**src/rtl/img_stream_pkg.sv**
```systemverilog
// Shared types and timing helpers for the image stream transmitter and its timing generator.
// Optional test-pattern source is enabled by the IMG_STREAM_TX_PATTERN_EN macro.
package img_stream_pkg;

  localparam int PIX_W = 8;

  typedef enum logic {
    IDLE = 1'b0,
    RUN  = 1'b1
  } state_e;

  function automatic int calc_total(input int sync_w, input int bp_w, input int act_w, input int fp_w);
    return sync_w + bp_w + act_w + fp_w;
  endfunction

  function automatic int cnt_width(input int total);
    return (total > 1) ? $clog2(total) : 1;
  endfunction

endpackage

```
**src/rtl/img_stream_tx_if.sv**
```systemverilog
// FIFO-side and stream-side signals of the transmitter; master is the transmitter.
// pattern_sel exists only when IMG_STREAM_TX_PATTERN_EN is defined.
interface img_stream_tx_if import img_stream_pkg::*; ();

  logic             enable;
  logic             src_empty;
  logic [PIX_W-1:0] src_data;
  logic             src_rd;
  logic             post_img_vsync;
  logic             post_img_hsync;
  logic             post_img_valid;
  logic [PIX_W-1:0] post_img_data;
  logic             frame_done;
  logic             underflow;
`ifdef IMG_STREAM_TX_PATTERN_EN
  logic             pattern_sel;
`endif

  modport master (
    input  enable, src_empty, src_data,
`ifdef IMG_STREAM_TX_PATTERN_EN
    input  pattern_sel,
`endif
    output src_rd, post_img_vsync, post_img_hsync, post_img_valid,
    output post_img_data, frame_done, underflow
  );

  modport slave (
    output enable, src_empty, src_data,
`ifdef IMG_STREAM_TX_PATTERN_EN
    output pattern_sel,
`endif
    input  src_rd, post_img_vsync, post_img_hsync, post_img_valid,
    input  post_img_data, frame_done, underflow
  );

endinterface

```
**src/rtl/img_timing_gen.sv**
```systemverilog
// Raster h/v counters with sync and active-region decodes; counters sit at zero while run_i is low.
// Shared with the capture side, so it carries no stream-specific logic.
module img_timing_gen
  import img_stream_pkg::*;
#(
  parameter int H_ACTIVE = 640,
  parameter int H_FP     = 16,
  parameter int H_SYNC   = 96,
  parameter int H_BP     = 48,
  parameter int V_ACTIVE = 480,
  parameter int V_FP     = 10,
  parameter int V_SYNC   = 2,
  parameter int V_BP     = 33,
  localparam int H_TOTAL = calc_total(H_SYNC, H_BP, H_ACTIVE, H_FP),
  localparam int V_TOTAL = calc_total(V_SYNC, V_BP, V_ACTIVE, V_FP),
  localparam int HW      = cnt_width(H_TOTAL),
  localparam int VW      = cnt_width(V_TOTAL)
) (
  input  logic          clk,
  input  logic          rst_n,
  input  logic          run_i,
  output logic [HW-1:0] h_cnt_o,
  output logic [VW-1:0] v_cnt_o,
  output logic          hs_o,
  output logic          vs_o,
  output logic          act_o
);

  logic [HW-1:0] h_q;
  logic [VW-1:0] v_q;
  logic          h_last, v_last;
  int            h_i, v_i;

  assign h_last = (h_q == HW'(H_TOTAL - 1));
  assign v_last = (v_q == VW'(V_TOTAL - 1));

  always_ff @(posedge clk) begin
    if (!rst_n || !run_i) begin
      h_q <= '0;
      v_q <= '0;
    end else if (h_last) begin
      h_q <= '0;
      v_q <= v_last ? '0 : v_q + 1'b1;
    end else begin
      h_q <= h_q + 1'b1;
    end
  end

  // Decode in int so region bounds equal to the total cannot overflow the counter width.
  always_comb begin
    h_i   = int'(h_q);
    v_i   = int'(v_q);
    hs_o  = h_i < H_SYNC;
    vs_o  = v_i < V_SYNC;
    act_o = (h_i >= H_SYNC + H_BP) && (h_i < H_SYNC + H_BP + H_ACTIVE) &&
            (v_i >= V_SYNC + V_BP) && (v_i < V_SYNC + V_BP + V_ACTIVE);
  end

  assign h_cnt_o = h_q;
  assign v_cnt_o = v_q;

endmodule

```
**src/rtl/img_stream_tx.sv**
```systemverilog
// Video stream transmitter: frames FWFT FIFO pixels with blanking/sync, one clock behind the counters.
// Define IMG_STREAM_TX_PATTERN_EN to add a pattern_sel-selected diagonal gradient source.
module img_stream_tx
  import img_stream_pkg::*;
#(
  parameter int H_ACTIVE = 640,
  parameter int H_FP     = 16,
  parameter int H_SYNC   = 96,
  parameter int H_BP     = 48,
  parameter int V_ACTIVE = 480,
  parameter int V_FP     = 10,
  parameter int V_SYNC   = 2,
  parameter int V_BP     = 33
) (
  input logic             clk,
  input logic             rst_n,
  img_stream_tx_if.master bus
);

  localparam int H_TOTAL = calc_total(H_SYNC, H_BP, H_ACTIVE, H_FP);
  localparam int V_TOTAL = calc_total(V_SYNC, V_BP, V_ACTIVE, V_FP);
  localparam int HW      = cnt_width(H_TOTAL);
  localparam int VW      = cnt_width(V_TOTAL);

  logic [HW-1:0]    h_cnt;
  logic [VW-1:0]    v_cnt;
  logic             hs, vs, act;
  state_e           state_q;
  logic             run, frame_last, pat_on, rd;
  logic [PIX_W-1:0] pix_d;
  logic             vsync_q, hsync_q, valid_q, done_q, uflow_q;
  logic [PIX_W-1:0] data_q;

  img_timing_gen #(
    .H_ACTIVE(H_ACTIVE), .H_FP(H_FP), .H_SYNC(H_SYNC), .H_BP(H_BP),
    .V_ACTIVE(V_ACTIVE), .V_FP(V_FP), .V_SYNC(V_SYNC), .V_BP(V_BP)
  ) u_timing (
    .clk     (clk),
    .rst_n   (rst_n),
    .run_i   (run),
    .h_cnt_o (h_cnt),
    .v_cnt_o (v_cnt),
    .hs_o    (hs),
    .vs_o    (vs),
    .act_o   (act)
  );

  assign run        = (state_q == RUN);
  assign frame_last = (h_cnt == HW'(H_TOTAL - 1)) && (v_cnt == VW'(V_TOTAL - 1));

`ifdef IMG_STREAM_TX_PATTERN_EN
  logic             pat_q;
  logic [PIX_W-1:0] pat_val;
  // Modulo-2^PIX_W arithmetic gives the truncated sum of row and column offsets.
  assign pat_val = PIX_W'(h_cnt) + PIX_W'(v_cnt) - PIX_W'(H_SYNC + H_BP + V_SYNC + V_BP);
  assign pat_on  = pat_q;
`else
  assign pat_on  = 1'b0;
`endif

  assign rd         = run & act & ~bus.src_empty & ~pat_on;
  assign bus.src_rd = rd;

  always_comb begin
    pix_d = '0;
    if (rd) pix_d = bus.src_data;
`ifdef IMG_STREAM_TX_PATTERN_EN
    if (run && act && pat_on) pix_d = pat_val;
`endif
  end

  always_ff @(posedge clk) begin
    if (!rst_n) begin
      state_q <= IDLE;
      vsync_q <= 1'b0;
      hsync_q <= 1'b0;
      valid_q <= 1'b0;
      data_q  <= '0;
      done_q  <= 1'b0;
      uflow_q <= 1'b0;
`ifdef IMG_STREAM_TX_PATTERN_EN
      pat_q   <= 1'b0;
`endif
    end else begin
      case (state_q)
        IDLE: if (bus.enable) begin
          state_q <= RUN;
`ifdef IMG_STREAM_TX_PATTERN_EN
          pat_q   <= bus.pattern_sel;
`endif
        end
        RUN: if (frame_last) begin
          if (!bus.enable) state_q <= IDLE;
`ifdef IMG_STREAM_TX_PATTERN_EN
          else pat_q <= bus.pattern_sel;
`endif
        end
        default: state_q <= IDLE;
      endcase
      vsync_q <= run & vs;
      hsync_q <= run & hs;
      valid_q <= run & act;
      data_q  <= pix_d;
      done_q  <= run & frame_last;
      // An empty FIFO never stretches the frame: the pixel goes out as zero and is flagged.
      uflow_q <= uflow_q | (run & act & bus.src_empty & ~pat_on);
    end
  end

  assign bus.post_img_vsync = vsync_q;
  assign bus.post_img_hsync = hsync_q;
  assign bus.post_img_valid = valid_q;
  assign bus.post_img_data  = data_q;
  assign bus.frame_done     = done_q;
  assign bus.underflow      = uflow_q;

endmodule

```
**src/flat_wrapper.sv**
```systemverilog
// flat-port wrapper written by rule: the top's interface ports become plain ports
module img_stream_tx_flat import img_stream_pkg::*;
#(
  parameter int H_ACTIVE = 640,
  parameter int H_FP     = 16,
  parameter int H_SYNC   = 96,
  parameter int H_BP     = 48,
  parameter int V_ACTIVE = 480,
  parameter int V_FP     = 10,
  parameter int V_SYNC   = 2,
  parameter int V_BP     = 33
)
  (clk, rst_n, bus_enable, bus_src_empty, bus_src_data, bus_src_rd, bus_post_img_vsync, bus_post_img_hsync, bus_post_img_valid, bus_post_img_data, bus_frame_done, bus_underflow);
  img_stream_tx_if bus_i ();
  input logic clk;
  input logic rst_n;
  input wire logic [$bits(bus_i.enable)-1:0] bus_enable;
  input wire logic [$bits(bus_i.src_empty)-1:0] bus_src_empty;
  input wire logic [$bits(bus_i.src_data)-1:0] bus_src_data;
  output wire logic [$bits(bus_i.src_rd)-1:0] bus_src_rd;
  output wire logic [$bits(bus_i.post_img_vsync)-1:0] bus_post_img_vsync;
  output wire logic [$bits(bus_i.post_img_hsync)-1:0] bus_post_img_hsync;
  output wire logic [$bits(bus_i.post_img_valid)-1:0] bus_post_img_valid;
  output wire logic [$bits(bus_i.post_img_data)-1:0] bus_post_img_data;
  output wire logic [$bits(bus_i.frame_done)-1:0] bus_frame_done;
  output wire logic [$bits(bus_i.underflow)-1:0] bus_underflow;
  assign bus_i.enable = bus_enable;
  assign bus_i.src_empty = bus_src_empty;
  assign bus_i.src_data = bus_src_data;
  assign bus_src_rd = bus_i.src_rd;
  assign bus_post_img_vsync = bus_i.post_img_vsync;
  assign bus_post_img_hsync = bus_i.post_img_hsync;
  assign bus_post_img_valid = bus_i.post_img_valid;
  assign bus_post_img_data = bus_i.post_img_data;
  assign bus_frame_done = bus_i.frame_done;
  assign bus_underflow = bus_i.underflow;
  img_stream_tx #(.H_ACTIVE(H_ACTIVE), .H_FP(H_FP), .H_SYNC(H_SYNC), .H_BP(H_BP), .V_ACTIVE(V_ACTIVE), .V_FP(V_FP), .V_SYNC(V_SYNC), .V_BP(V_BP)) u_core (.clk(clk), .rst_n(rst_n), .bus(bus_i));
endmodule
```
**config.mk**
```make
export PLATFORM = sky130hd
export DESIGN_NAME = img_stream_tx_flat
export DESIGN_NICKNAME = d
export VERILOG_FILES = /design/src/rtl/img_stream_pkg.sv /design/src/rtl/img_stream_tx_if.sv /design/src/rtl/img_timing_gen.sv /design/src/rtl/img_stream_tx.sv /design/src/flat_wrapper.sv
export SDC_FILE = /design/constraint.sdc
export NUM_CORES = 1
export LEC_CHECK = 0
export CAP_MARGIN = 0
export CORE_UTILIZATION = 37
export CTS_BUF_LIST = sky130_fd_sc_hd__clkbuf_16
export CTS_CLUSTER_DIAMETER = 60
export DETAILED_ROUTE_END_ITERATION = 16
export GPL_ROUTABILITY_DRIVEN = 1
export SLEW_MARGIN = 30
export SYNTH_ARGS = -nofsm -noshare
export SYNTH_HDL_FRONTEND = slang
export SYNTH_SLANG_ARGS = --single-unit
```
**constraint.sdc**
```tcl
create_clock -name clk -period 1.91 [get_ports clk]
set_input_delay 0.4775 -clock clk [delete_from_list [all_inputs] [get_ports clk]]
set_output_delay 0.4775 -clock clk [all_outputs]
set_load 0.1 [all_outputs]
```
---- After elaboration in Yosys (flattened, before gate mapping) ----
Index checks and enable logic that the tools add are counted.
operators by class
  add/sub/neg operators ................... 2
  order comparisons ....................... 6
  eq/ne operators ......................... 2
  muxes and demuxes ....................... 4
  bitwise logic cells ..................... 9
  reduce and logical (&&, ||, !) cells .... 9
operators with widths
  operator                                                                               number
  10-bit by 1-bit adder with 10-bit output (second input constant)                       2
  10-bit equality test (second input constant)                                           2
  10-bit less-than comparator (second input constant)                                    2
  10-bit by 6-bit greater-or-equal comparator with 1-bit output (second input constant)  1
  10-bit by 8-bit greater-or-equal comparator with 1-bit output (second input constant)  1
  10-bit by 2-bit less-than comparator with 1-bit output (second input constant)         1
  10-bit by 7-bit less-than comparator with 1-bit output (second input constant)         1
  10-bit two-way mux                                                                     1
  1-bit bitwise AND                                                                      6
  1-bit logical AND                                                                      4
  1-bit zero test                                                                        2
  1-bit two-way mux                                                                      2
  1-bit NOT                                                                              2
  1-bit one-hot mux with 2 select lines                                                  1
  2-bit AND reduction                                                                    1
  2-bit OR reduction                                                                     1
  1-bit logical OR                                                                       1
  1-bit OR                                                                               1
word-level totals
  register bits ........................... 34
  bits of input ports ..................... 12

---- Longest topological paths before layout ----
Gate-level depths: netlist of the first run.
  depth in word-level cells ............... 7
  gate-level depth with buffers ........... 6

---- Hierarchy ----
From an unflattened synthesis of the first run, not the netlist that was laid out.
second synthesis, totals
  cells, all modules ...................... 167
  area, all modules ....................... 1516.5 sq um
modules (own cells, without submodules)
  module          times used  cells an instance  area an instance (sq um)  seq. area each (sq um)
  img_timing_gen  1           127                1056.0                    400.4
  img_stream_tx   1           40                 460.4                     280.3

---- Worst setup path after synthesis of the first run ----
No wires, ideal clock.
  path kind ............................... reg-to-output
  start point ............................. register u_core.u_timing.v_q[0] (netlist: u_core.u_timing.v_cnt_o[0])
  end point ............................... output bus_src_rd
  data arrival time ....................... 2.717 ns
  required time ........................... 1.432 ns
  setup slack ............................. -1.285 ns
  stages on the path, launching flop included .. 7
  buffers on the path ..................... 1
  cell sequence ........................... dfxtp_1 ha_1 nor4_1 and3_1 o2111a_1 clkbuf_1 nor2b_1
on the way
  word-level cells in the longest chain between the ends .. 5
RTL lines
  element                                                        line                  RTL
  from (decl)                                                    img_timing_gen.sv:30  logic [VW-1:0] v_q;
  from (signal assigned)                                         img_timing_gen.sv:43  v_q <= v_last ? '0 : v_q + 1'b1;
  10-bit by 6-bit greater-or-equal comparator with 1-bit output  img_timing_gen.sv:56  (v_i >= V_SYNC + V_BP) && (v_i < V_SYNC + V_BP + V_ACTIVE);
  1-bit logical AND                                              img_timing_gen.sv:55  act_o = (h_i >= H_SYNC + H_BP) && (h_i < H_SYNC + H_BP + H_ACTIVE) &&
  1-bit logical AND (*)                                          img_timing_gen.sv:56
  1-bit bitwise AND (*) (2 in series)                            img_stream_tx.sv:61   assign rd = run & act & ~bus.src_empty & ~pat_on;
  to (decl)                                                      flat_wrapper.sv:20    output wire logic [$bits(bus_i.src_rd)-1:0] bus_src_rd;
Every way passes the cells marked *; elsewhere a longest branch is shown, timed or not.

---- Final worst setup path of the first run ----
  start point ............................. register u_core.u_timing.v_q[6] (netlist: u_core.u_timing.v_cnt_o[6])
  end point ............................... output bus_src_rd
Same word-level chain as after synthesis.

==> flow_summary.json, run 1 <==
{
  "pre_cts_slack_ps": -24.7,
  "hold_viol_final": 0,
  "synth-seq-area-share": 0.451,
  "htreeDepth": 2,
  "hold_depth": 2,
  "clock-sinks": 34,
  "start_util": 0.398,
  "crit_buf_inv": 2,
  "hold_ws_ps": 545,
  "skew_ps": 6.38,
  "layout-drive-gt1-share": 0.332,
  "cap_violations": 0,
  "avgSynthCellArea_um2": 9.56,
  "synth-xor-area-share": 0.0638,
  "synth-simple-area-share": 0.315,
  "layout_common_cells": "dfxtp_1, buf_4, nor2_1, buf_12",
  "clock_latency_ps": 280,
  "pwr-share-seq": 0.460,
  "grt_pass1_wl_um": 5950,
  "failed_checks": "setup timing",
  "num_vias": 1332,
  "power_mw": 1.57,
  "rows": 22,
  "totalWireLength_um": 3600,
  "synth_fa_ha_area_frac": 0.0331,
  "cp-start-kind": "flop",
  "coreArea_um2": 3800,
  "crit_fanout": 6,
  "ctsHoldBuffers": 0,
  "antenna_found_initial": 0,
  "rsz0062_at_grt": "yes",
  "grt_max_degree": 12,
  "numCtsBuffers": 5,
  "antenna_left": 0,
  "grt_pass1_vias": 1323,
  "seqCellArea_um2": 684,
  "worst_pin_slew_ps": 474,
  "synth_fp_nets": 174,
  "cp.depth": 6,
  "avgRoutedWirePerCell_um": 13.9,
  "synth_cells": 158,
  "synth_warnings": 0,
  "postPlaceCellArea_um2": 2100,
  "synth_compound_area_frac": 0.0837,
  "status": "finished, violations left",
  "netSwitchingFraction": 0.215,
  "drv_slew": 0,
  "max-vdd-ir-drop_v": 0.000542,
  "grt.total_usage": 0.184,
  "cts_root_buffer": "clkbuf_16",
  "finalSetupViolations": 1,
  "synth_cell_types": 39,
  "layout_commonest_cell": "dfxtp_1",
  "worstRegToRegCells": 5,
  "boundaryPins": 26,
  "drtIter0Drc": 26,
  "synthMuxAreaShare": 0,
  "antenna-diode-count": 0,
  "gp_congestion": 0.782,
  "crit_arrival_ps": 1730,
  "slowest_stage": "dfxtp_1",
  "period_share": 1.16,
  "synth_top_family_by_area": "simple AND/OR/NAND/NOR gates",
  "end_kind": "output pin",
  "synth-seq-cells": 34,
  "stdcell_area_um2": 2300,
  "slew_headroom": 0.683,
  "p_clk_frac": 0.481,
  "max_stage_delay_ps": 340,
  "area_delta_synth_final_pct": 52.4,
  "worst-endpoint-required_ps": 1430,
  "clockBufferDepth": 2,
  "max_freq_ghz": 0.453,
  "nets": 226,
  "die_w_um": 65.9,
  "drcViolationCount": 0,
  "power_density_nw_per_um2": 684,
  "dieArea_um2": 4340,
  "hpwl_um": 2690,
  "cts.clk_slew.worst_paths_ps": 50,
  "port_buffers": 25,
  "hold_path.class": "flop to flop",
  "combPwrFrac": 0.059,
  "fill_cells": 305,
  "routed_via_density": 5.14,
  "power.switching_uw": 338,
  "cts_tree": "yes",
  "crit_chain": "buf_4 > nor3_1 > o22ai_1 > o2111a_1 > nor2b_4 > buf_12",
  "grt_overflow": 0,
  "multi_input_area_um2": 813,
  "p_leak_nw": 0.861,
  "intPower_mw": 1.24,
  "critical-path-top-delay-family": "compound AO/OA/AOI/OAI gates",
  "fin_crit_ps": 2210,
  "drt_pass1_iterations": 4,
  "fin_util": 0.606,
  "worst_slack_ps": -299,
  "syn_area_um2": 1510,
  "critPathKind": "flop to output pin",
  "die_h_um": 65.9
}
-- metrics by stage --
stage,cells,TNS [ps]
floorplan,158,-350
global placement,248,-14.9
detailed placement,248,-24.7
CTS,256,-303
global route,259,-359
finish,259,-299
-- final cells by class --
type / count / area share
Clock inverter: 3 / 0.00707
Multi-Input combinational cell: 112 / 0.353
Tap cell: 48 / 0.0261
Inverter: 7 / 0.0114
Sequential cell: 34 / 0.297
Clock buffer: 5 / 0.0544
Timing Repair Buffer: 50 / 0.250
-- path summary, 6_finish.rpt --
kind                                                 start                          to  slack, ps
worst max register to register  u_core.u_timing.h_cnt_o[1]  u_core.u_timing.v_cnt_o[6]         40
worst min register to register  u_core.u_timing.h_cnt_o[0]  u_core.u_timing.h_cnt_o[0]        550
worst min-delay path            u_core.u_timing.h_cnt_o[0]  u_core.u_timing.h_cnt_o[0]        550
worst max-delay path            u_core.u_timing.v_cnt_o[6]                  bus_src_rd       -300
-- cell usage after synthesis (all sizes together) --
master	n	area [µm²]
a21oi	7	38.8
o31ai	4	30.0
a22o	1	8.76
and3	10	63.8
o21ai	4	23.8
or3	4	32.5
and4b	1	10.0
o22ai	1	6.26
ha	4	50.1
inv	7	26.3
dfxtp	34	681
xor2	4	35.0
nand2b	1	6.26
nor2b	2	12.5
o2111a	1	11.3
nand3	8	40.0
a21o	1	7.51
or3b	1	8.76
and2	3	18.8
bufbuf	1	32.5
nor4	5	31.3
nand4bb	1	27.5
and4	2	17.5
clkbuf	3	11.3
nand4	4	40.0
buf	1	11.3
nor2	14	52.6
or4	5	42.5
xnor2	7	61.3
nor3	6	30.0
nand2	11	41.3
-- layer usage --
layer  GRT usage  vias up  wire length [µm]
met5           0        -                 0
met4      0.0543        0                61
met3      0.0586        9               150
met2       0.318       24              1800
met1       0.216      627              1590
li1            -      672                 -
-- worst min-delay path, delay by kind of cell (launching register included) --
kind,cells,cell delay [ps]
and+or+nand+nor,1,40
DFF,1,350
buffers and inverters,1,120
-- power by group through the flow --
stage | Clock [mW] | Combinational [mW] | Sequential (mW)
6_report | 0.758 | 0.0927 | 0.724
5_1_grt | 0.812 | 0.0990 | 0.724
4_1_cts | 0.779 | 0.0931 | 0.723
3_5_place_dp | 0 | 0.0924 | 0.739
3_3_place_gp | 0 | 0.0899 | 0.738
2_1_floorplan | 0 | 0.0177 | 0.758
-- cells by family after synthesis --
family | count (synthesis)
AO/OA/AOI/OAI | 19
XOR/XNOR | 11
adder cells (fa/ha/maj) | 4
buffers and inverters | 12
flip-flops | 34
AND/OR/NAND/NOR | 78
-- timing repair --
action,in CTS,in global routing
setup buffers,0,3
resized for setup,4,6
pin swaps,1,1
setup endpoints to repair,2,5
Power figures use the tool's default switching activity.
==> inputs of run 2 (changes only) <==
--- a/config.mk
+++ b/config.mk
@@ -14,4 +14,5 @@
 export SLEW_MARGIN = 30
 export SYNTH_ARGS = -nofsm -noshare
 export SYNTH_HDL_FRONTEND = slang
+export SYNTH_HIERARCHICAL = 1
 export SYNTH_SLANG_ARGS = --single-unit
==> constraint.sdc (replaced) <==
create_clock -name clk -period 2.4 [get_ports clk]
set_input_delay 0.6 -clock clk [delete_from_list [all_inputs] [get_ports clk]]
set_output_delay 0.6 -clock clk [all_outputs]
set_load 0.1 [all_outputs]
==> run 2 against run 1 <==
  * Cell area is 11% lower
  * Power is 23% lower
  * Highest routed layer unchanged
  * The run still ends with setup timing left
  * Clock-buffer cell count stayed put
  * Largest cell class unchanged
==> flow_summary.json, run 2 <==
{
  "cts.clk_slew.worst_paths_ps": 50,
  "grt_pass1_wl_um": 5690,
  "worst_slack_ps": -310,
  "hold_viol_final": 0,
  "max-vdd-ir-drop_v": 0.000301,
  "layout-drive-gt1-share": 0.219,
  "boundaryPins": 26,
  "drcViolationCount": 0,
  "power_mw": 1.21,
  "fin_crit_ps": 2710,
  "grt_max_degree": 11,
  "synthFlopType": "dfxtp_1",
  "multi_input_area_um2": 801,
  "post_cts_buffers": 0,
  "antenna_left": 0,
  "htreeDepth": 2,
  "slew_headroom": 0.763,
  "crit-reg2reg-launch": "u_core/u_timing/h_cnt_o[0]",
  "synth_largest_area_cell": "dfxtp_1",
  "gp_congestion": 0.835,
  "synth_commonest_cells": "dfxtp_1, nor2_1, nand2_1",
  "period_share": 1.13,
  "rows": 22,
  "grt.total_usage": 0.173,
  "antenna-diode-count": 0,
  "synth_edf_count": 0,
  "finalSetupViolations": 1,
  "worst_pin_slew_ps": 353,
  "cp-start-kind": "flop",
  "synth_warnings": 6,
  "yosysMostFrequentCell": "dfxtp_1",
  "slowest_stage": "or3_4",
  "antenna_found_initial": 0,
  "critPathKind": "flop to output pin",
  "grt_util_met3": 0.0569,
  "drt_pass1_iterations": 4,
  "routed_via_density": 5.10,
  "p_leak_nw": 0.752,
  "min_from": "u_core/bus.underflow",
  "grt.busiest_layer": "met2",
  "hold_path.class": "flop to flop",
  "yosys-top-cells-area": "dfxtp_1, xnor2_1, nor2_1",
  "drv_slew": 0,
  "grt_overflow": 0,
  "layout_common_cells": "dfxtp_1, buf_4, nor2_1",
  "nets": 225,
  "synth-seq-area-share": 0.449,
  "cts_root_buffer": "clkbuf_16",
  "area_delta_synth_final_pct": 35.0,
  "ctsHoldBuffers": 0,
  "die_w_um": 66.0,
  "status": "finished, violations left",
  "rsz0062_at_grt": "yes",
  "clock-sinks": 34,
  "cts_tree": "yes",
  "die_h_um": 66.0,
  "met2_usage": 0.267,
  "synth_fp_nets": 183,
  "seqCellArea_um2": 682,
  "layout_commonest_cell": "dfxtp_1",
  "grt_pass1_vias": 1225,
  "synth_top_area_frac": 0.449,
  "power_density_nw_per_um2": 591,
  "rr_endpoint": "u_core/u_timing/v_cnt_o[9]",
  "clockBufferDepth": 2,
  "num_vias": 1316,
  "max_stage_delay_ps": 380,
  "fin_util": 0.539,
  "crit_arrival_ps": 2110,
  "failed_checks": "setup timing",
  "coreArea_um2": 3800,
  "grt_util_met1": 0.228,
  "totalWireLength_um": 3380,
  "crit_chain": "or3_4 > or3b_4 > o22a_1 > nor3_2 > nand2_1 > nor2_4 > buf_12",
  "crit_end": "bus_src_rd",
  "synth-seq-cells": 34,
  "startpoint": "u_core/u_timing/v_cnt_o[6]",
  "avgSynthCellArea_um2": 9.08,
  "drtIter0Drc": 95,
  "synth_cells": 167,
  "hpwl_um": 2500,
  "syn_area_um2": 1520,
  "max_freq_ghz": 0.369,
  "worstRegToRegCells": 5,
  "port_buffers": 25,
  "cap_violations": 0,
  "numCtsBuffers": 5,
  "skew_ps": 4.93,
  "worst-endpoint-required_ps": 1800,
  "avgRoutedWirePerCell_um": 13.1,
  "r2r_slack_ps": 310,
  "end_kind": "output pin",
  "clock_latency_ps": 270,
  "synth_cell_types": 39,
  "start_util": 0.399,
  "fill_cells": 353,
  "crit_fanout": 2,
  "async_flop_share": 0,
  "dieArea_um2": 4360
}
run 2: changes by cell type after synthesis, moves of 4 or more:
cell    previous run  this run
and3_1             9         4
nor2_1            14        18
and2_1             3         9
or3_1              1         6
run 2: worst min-delay path by stage:
stage | endpoint | slack (ps) | cells past startpoint
2_1_floorplan | u_core/u_timing/h_cnt_o[0] | 440 | 1
3_3_place_gp | u_core/bus.underflow | 460 | 1
3_5_place_dp | u_core/bus.underflow | 480 | 1
4_1_cts | u_core/bus.underflow | 500 | 1
5_1_grt | u_core/bus.underflow | 510 | 1
6_report | u_core/bus.underflow | 480 | 1
run 2: logic make-up after synthesis:
| family | count (synthesis) | synth area share |
|---|---|---|
| xor+xnor | 11 | 0.0635 |
| simple gates | 86 | 0.330 |
| flops | 34 | 0.449 |
| buf+inv | 12 | 0.0363 |
| compound gates | 20 | 0.0883 |
| fa+ha+maj | 4 | 0.0330 |
run 2: per-layer routing:
layer,vias up,share of wire
met5,-,0
met4,0,0.0053
met3,2,0.054
met2,27,0.46
met1,611,0.48
li1,676,-
run 2: layout make-up:
cell class	count	share of cell area
Inverter	7	0.0128
Multi-Input combinational cell	121	0.391
Timing Repair Buffer	40	0.166
Sequential cell	34	0.333
Clock inverter	3	0.00611
Clock buffer	5	0.0611
Tap cell	48	0.0293
run 2: what timing repair did:
| action | CTS | global route |
|---|---|---|
| gates resized for setup | 0 | 0 |
| endpoints found under the setup margin | 1 | 1 |
| pin swaps | 2 | 1 |
| hold endpoints to repair | 0 | 0 |
run 2: power breakdown:
group / switching, mW / leakage, nW / internal (mW)
registers: 0.00440 / 0.275 / 0.569
logic: 0.0267 / 0.404 / 0.0236
clock network: 0.212 / 0.0724 / 0.374
run 2: worst max-delay path: cells and delay by family, from the launching register on:
kind                   cells  cell delay, ps
flip-flops                 1             310
AO/OA/AOI/OAI              1             180
AND/OR/NAND/NOR            5            1160
buffers and inverters      1             180
run 2: through the flow:
step                      worst slack, ps  area, µm²  setup TNS [ps]  std cells  hold slack [ps]
after floorplan                      -188       1540            -188        167              436
after global placement              -7.97       1910           -7.97        250              464
after detailed placement            -52.4       1910           -52.4        250              484
after CTS                            -350       2050            -350        258              495
after global routing                 -385       2050            -385        258              509
final                                -310       2050            -310        258              485
